[config.mk]
export PLATFORM = sky130hd
export DESIGN_NAME = product_scheduler
export DESIGN_NICKNAME = d
export VERILOG_FILES = /design/src/rtl/product_pkg.sv /design/src/rtl/product_scheduler_shift_add_mul.sv /design/src/rtl/product_scheduler.sv
export SDC_FILE = /design/constraint.sdc
export NUM_CORES = 1
export LEC_CHECK = 0
export BUFFER_PORTS_ARGS = -buffer_cell sky130_fd_sc_hd__buf_2
export CORE_MARGIN = 1.5
export CORE_UTILIZATION = 30
export CTS_BUF_LIST = sky130_fd_sc_hd__clkbuf_16
export CTS_CLUSTER_DIAMETER = 100
export DETAILED_ROUTE_END_ITERATION = 8
export PLACE_DENSITY = 0.58
export SLEW_MARGIN = 30
export SYNTH_ARGS = -nofsm -noshare
export SYNTH_HDL_FRONTEND = slang
export SYNTH_SLANG_ARGS = --single-unit
[constraint.sdc]
create_clock -name clk -period 2.12 [get_ports clk]
set_input_delay 0.212 -clock clk [delete_from_list [all_inputs] [get_ports clk]]
set_output_delay 0.212 -clock clk [all_outputs]
set_load 0.01 [all_outputs]
[src/rtl/product_pkg.sv]
`default_nettype none
// ============================================================================
// Module   : product_pkg
// Purpose  : Shared types and constants for the product scheduler.
// Revision : 1.0 - initial release
// ============================================================================
package product_pkg;

    // Scheduler phases: waiting for a request, multiplying, holding a result.
    typedef enum logic [1:0] {
        IDLE = 2'd0,
        BUSY = 2'd1,
        DONE = 2'd2
    } sched_state_e;

    // Width of the optional completed-result counter.
    localparam int COUNT_W = 16;

    // Requester ID width: max(1, clog2(n)).
    function automatic int id_width(input int n);
        return (n <= 2) ? 1 : $clog2(n);
    endfunction

endpackage
`default_nettype wire

[src/rtl/product_scheduler_shift_add_mul.sv]
`default_nettype none
// ============================================================================
// Module   : shift_add_mul
// Purpose  : Iterative LSB-first shift-add unsigned multiplier. A start pulse
//            loads the operands; exactly WIDTH steps later done rises and the
//            product is held until the next start.
// Revision : 1.0 - initial release
// ============================================================================
module shift_add_mul #(
    parameter int WIDTH = 8
) (
    input  logic               clk,
    input  logic               rst,
    input  logic               start,
    input  logic [WIDTH-1:0]   a,
    input  logic [WIDTH-1:0]   b,
    output logic               done,
    output logic [2*WIDTH-1:0] product
);

    localparam int STEP_W = $clog2(WIDTH + 1);

    logic [2*WIDTH-1:0] a_sh;
    logic [2*WIDTH-1:0] acc;
    logic [WIDTH-1:0]   b_sh;
    logic [STEP_W-1:0]  step;

    // Load on start, then one add/shift per cycle; the counter parks at WIDTH.
    always_ff @(posedge clk) begin
        if (rst) begin
            a_sh <= '0;
            b_sh <= '0;
            acc  <= '0;
            step <= STEP_W'(WIDTH);
        end else if (start) begin
            a_sh <= {{WIDTH{1'b0}}, a};
            b_sh <= b;
            acc  <= '0;
            step <= '0;
        end else if (!done) begin
            if (b_sh[0]) begin
                acc <= acc + a_sh;
            end
            a_sh <= a_sh << 1;
            b_sh <= b_sh >> 1;
            step <= step + 1'b1;
        end
    end

    assign done    = (step == STEP_W'(WIDTH));
    assign product = acc;

endmodule
`default_nettype wire

[src/rtl/product_scheduler.sv]
`default_nettype none
// ============================================================================
// Module   : product_scheduler
// Purpose  : Round-robin sharing of one shift-add multiplier between NUM_REQ
//            requesters; results return with the owner ID over valid/ready.
// Options  : PRODUCT_COUNT_EN adds a 16-bit wrapping count of result
//            handshakes on port prod_count.
// Revision : 1.0 - initial release
// ============================================================================
module product_scheduler
    import product_pkg::*;
#(
    parameter int NUM_REQ = 4,
    parameter int WIDTH   = 8
) (
    input  logic                         clk,
    input  logic                         rst,
    input  logic [NUM_REQ-1:0]           req_valid,
    output logic [NUM_REQ-1:0]           req_ready,
    input  logic [NUM_REQ*WIDTH-1:0]     req_a,
    input  logic [NUM_REQ*WIDTH-1:0]     req_b,
    output logic                         res_valid,
    input  logic                         res_ready,
    output logic [2*WIDTH-1:0]           res_product,
    output logic [id_width(NUM_REQ)-1:0] res_id,
    output logic                         busy
`ifdef PRODUCT_COUNT_EN
    ,
    output logic [COUNT_W-1:0]           prod_count
`endif
);

    localparam int ID_W = id_width(NUM_REQ);

    sched_state_e        state;
    sched_state_e        next_state;
    logic [ID_W-1:0]     rr_ptr;
    logic [ID_W-1:0]     owner_id;
    logic [ID_W-1:0]     grant;
    logic                grant_found;
    logic                mul_start;
    logic                mul_done;
    logic [2*WIDTH-1:0]  mul_product;

    // Round-robin search: first asserted req_valid at or above rr_ptr, wrapping.
    always_comb begin
        int idx;
        idx         = 0;
        grant_found = 1'b0;
        grant       = '0;
        for (int i = 0; i < NUM_REQ; i++) begin
            idx = int'(rr_ptr) + i;
            if (idx >= NUM_REQ) begin
                idx = idx - NUM_REQ;
            end
            if (!grant_found && req_valid[idx]) begin
                grant_found = 1'b1;
                grant       = ID_W'(idx);
            end
        end
    end

    // State register.
    always_ff @(posedge clk) begin
        if (rst) begin
            state <= IDLE;
        end else begin
            state <= next_state;
        end
    end

    // Next-state logic, grant strobe and multiplier start.
    always_comb begin
        next_state = state;
        req_ready  = '0;
        mul_start  = 1'b0;
        case (state)
            IDLE: begin
                if (grant_found) begin
                    req_ready[grant] = 1'b1;
                    mul_start        = 1'b1;
                    next_state       = BUSY;
                end
            end
            BUSY: begin
                if (mul_done) begin
                    next_state = DONE;
                end
            end
            DONE: begin
                if (res_ready) begin
                    next_state = IDLE;
                end
            end
            default: next_state = IDLE;
        endcase
    end

    // Pointer advance on accept; result capture when the multiplier finishes.
    always_ff @(posedge clk) begin
        if (rst) begin
            rr_ptr      <= '0;
            owner_id    <= '0;
            res_product <= '0;
            res_id      <= '0;
        end else begin
            if (state == IDLE && grant_found) begin
                owner_id <= grant;
                rr_ptr   <= (grant == ID_W'(NUM_REQ - 1)) ? '0 : grant + 1'b1;
            end
            if (state == BUSY && mul_done) begin
                res_product <= mul_product;
                res_id      <= owner_id;
            end
        end
    end

    assign res_valid = (state == DONE);
    assign busy      = (state != IDLE);

`ifdef PRODUCT_COUNT_EN
    // Count result handshakes, wrapping naturally at 16 bits.
    always_ff @(posedge clk) begin
        if (rst) begin
            prod_count <= '0;
        end else if (res_valid && res_ready) begin
            prod_count <= prod_count + 1'b1;
        end
    end
`endif

    shift_add_mul #(
        .WIDTH (WIDTH)
    ) u_mul (
        .clk     (clk),
        .rst     (rst),
        .start   (mul_start),
        .a       (req_a[grant*WIDTH +: WIDTH]),
        .b       (req_b[grant*WIDTH +: WIDTH]),
        .done    (mul_done),
        .product (mul_product)
    );

endmodule
`default_nettype wire
==> summary.md <==
| Metric | Value |
|---|---|
| Die width | `approximately 110 um` |
| GR Util All Layers | `0.164` |
| Critical path origin | `u_mul.product[0]` |
| Final hold vios | `0` |
| Synth Area in Adders | `0.0655` |
| WL final | `10.6 mm` |
| Worst-path fanout max | `3` |
| Site row count | `40` |
| Vias in the first global route | `3,754` |
| Worst min-delay path category | `input port to register` |
| Post-synth EDFFs | `0` |
| Tot Pwr | `roughly 4.2 mW` |
| Syn. warnings | `0` |
| Reg-to-Reg Start | `u_mul.product[0]` |
| Total core area | `roughly 0.012 mm2` |
| Commonest cells in the netlist | `nand2_1 (185), dfxtp_1 (68), a21oi_1 (62), a31oi_1 (31), clkbuf_1 (23)` |
| Total iterations of the first detailed-routing run | `4` |
| Final #Nets | `between 700 and 800` |
| CP startpoint kind | `register` |
| Final slew viol count | `0` |
| Crit share post-route | `1.01` |
| Register area share after synthesis | `0.363` |
| Outcome | `finished, violations left` |
| Remaining antenna violation count | `0` |
| Worst Tran Pin Value | `approximately 0.55 ns` |
| Min Hold Slack | `approximately 0.13 ns` |
| Main combinational cell family by area after synthesis | `simple AND/OR/NAND/NOR gates` |
| Critical Path End | `u_mul.product[14]` |
| Post-Syn Nets | `608` |
| Static Leak | `2.17 nW` |
| Clock power share | `0.354` |
| Switching Fraction | `0.330` |
| Via Count | `approximately 3,900` |
| I/O pin cnt | `95` |
| Num CTS Buffers | `9` |
| Post-synthesis compound-gate area fraction | `0.217` |
| Primary FF master, synth | `dfxtp_1` |
| Async SR Flop Fraction | `0` |
| Unique masters post-synth | `49` |
| MaxCap Viol Count | `0` |
| Antenna Cells | `0` |
| Skew final | `~0.0085 ns` |
| Internal power | `about 2.8 mW` |
| Worst Path Required | `approximately 2.4 ns` |
| Fmax | `~0.47 GHz` |
| Setup slack after layout | `-0.0170 ns` |
| Worst R2R Setup Slack | `-0.02 ns` |
| Initial antenna violation count | `0` |
| R2R Path End | `u_mul.product[14]` |
| Pin count of the biggest net entering global routing | `38` |
| Multi-input gate area | `approximately 0.0024 mm2` |
| First-pass GRT wire length | `17.3 mm` |
| # DRC | `0` |
| Most frequent cell after synthesis | `nand2_1` |
| Failing checks | `setup timing` |
| Logic pwr share | `0.288` |
| FF-to-FF path depth | `9` |
| RD Place Congestion | `about 0.86` |
| Worst VDD drop | `~0.35 mV` |
| PortBufs | `94` |
| Die Area | `0.0132 mm2` |
| Synth area leader | `dfxtp_1` |
| Synth Instances | `between 500 and 600` |
| Mean Syn Cell Area | `between 7 and 8 um2` |
| Clk pin slew, worst setup/hold paths | `roughly 0.06 ns` |
| Post-synthesis mux area share | `0.0134` |
| H-tree Lvls | `3` |
| Final setup viols | `3` |
| Sinks on Clock Net | `68` |
| RSZ-0062 raised after global routing | `true` |
| Crit Path Category | `register to register` |
| Fillers | `roughly 1,300` |
| Share of power burned in registers | `0.358` |
| Die height | `~110 um` |
| GRT overflow | `0` |
| Worst skew pair latency | `approximately 0.33 ns` |
| Clock buffer depth | `2` |
| Power per standard cell area | `818 mW/mm2` |
| Normalized max-slew margin | `0.631` |
| Starting Density | `0.309` |
| CTS Root Cell | `clkbuf_16` |
| Post-synth top area share | `0.363` |
| WP data arrival | `about 2.4 ns` |
| Initial DRC Count | `119` |
| Synth area leaders | `dfxtp_1 (36%), nand2_1 (19%), a21oi_1 (8.3%), ha_1 (6.0%), a31oi_1 (5.2%)` |
| Share of layout cells above drive strength 1 | `0.286` |
| Post-Synthesis Cell Area | `approximately 0.0037 mm2` |
| CP Capture Type | `register` |
| Switching power | `about 1.4 mW` |
| CTS tree | `done` |
| FF+latch area | `between 0.001 and 0.0015 mm2` |
| Final min period | `around 2.1 ns` |
| Hold buffer count at cts | `0` |
| Vias per cell | `approximately 4.8` |
| Routed WL per cell | `between 10 and 15 um` |
| Post-Synth Simple-Gate Area | `0.274` |
| Detailed-placement wirelength estimate | `7.88 mm` |
| Flops & latches, synth | `68` |
| XOR/XNOR share of the synthesized area | `0.0281` |
| Layout area overhead | `36.3%` |
[state kept, by name, summed over array words and instances (netlist names)]
name and cells:
res_product 16, u_mul.b_sh 8, rr_ptr 2, state 2, res_id 2, u_mul.a_sh 16, owner_id 2, u_mul.step 4
u_mul.product 16
[worst min path at each step]
stage,startpoint,endpoint,slack (ns),cells after the start
after floorplan,req_a[1],u_mul.a_sh[1],0.35,2
after global placement,res_product[1],res_product[1],0.45,2
after detailed placement,res_product[8],res_product[8],0.45,2
after CTS,req_b[3],u_mul.b_sh[3],0.12,3
after global routing,req_b[17],u_mul.b_sh[1],0.13,3
final,req_b[3],u_mul.b_sh[3],0.13,3
[through the flow]
step	TNS, ns	utilization	instances	setup WS, ns	instance area, um2
global placement	-0.0564	0.383	789	-0.0324	4640
floorplan	0	-	518	0.0114	3770
CTS	-0.0852	0.413	809	-0.0492	5010
detailed placement	-0.205	0.383	789	-0.113	4640
global route	-0.444	0.422	814	-0.156	5110
finish	-0.0353	0.422	814	-0.0170	5110
[timing repair]
item                                   CTS  global route
setup endpoints to repair                3            25
buffers inserted                         4             5
gates resized for setup                  7            15
pin swaps                                9             2
endpoints found under the hold margin    0             0
[cells in the final DEF, fill, tap and decap left out, types with 11 or more instances in the layout]
master,Yosys,routed
dfxtp_1,68,63
nor2_1,14,12
nand3_1,17,17
ha_1,18,13
nand2_1,185,185
xnor2_1,11,11
a21oi_1,62,62
buf_2,5,94
buf_4,0,45
a31oi_1,31,31
[layout make-up]
class                           count  area share
Timing Repair Buffer              141       0.164
Multi-Input combinational cell    413       0.463
Sequential cell                    68       0.269
Tap cell                          168      0.0412
Clock inverter                      7      0.0132
Clock buffer                        9      0.0441
Inverter                            8     0.00588
[logic make-up after synthesis]
logic type      Yosys count
simple gates            244
compound gates          133
flops                    68
buf+inv                  37
fa+ha+maj                19
xor+xnor                 12
mux                       5
[power groups by stage]
stage | clock, mW | sequential [mW] | combinational [mW]
after global routing | 1.58 | 1.51 | 1.34
final | 1.48 | 1.50 | 1.21
after detailed placement | 0 | 1.50 | 1.13
after global placement | 0 | 1.50 | 1.12
after CTS | 1.50 | 1.48 | 1.15
after floorplan | 0 | 1.48 | 0.726
[critical path, stage by stage (launching register included)]
cell and delay [ns]:
dfxtp_2 0.33, ha_4 0.16, fa_2 0.34, a21o_1 0.23, a221oi_4 0.32, o21ai_4 0.09
a31oi_4 0.20, o21ai_2 0.07, mux2i_1 0.13, a211oi_2 0.18
[metal layers]
layer  vias up  track usage  routed length, um
li1       2029            -                  -
met1      1752        0.197               4940
met2       105        0.289               4970
met3        15       0.0358                482
met4         0       0.0617                229
met5         -            0                  0
No activity file was read; power rests on OpenSTA's default activity.
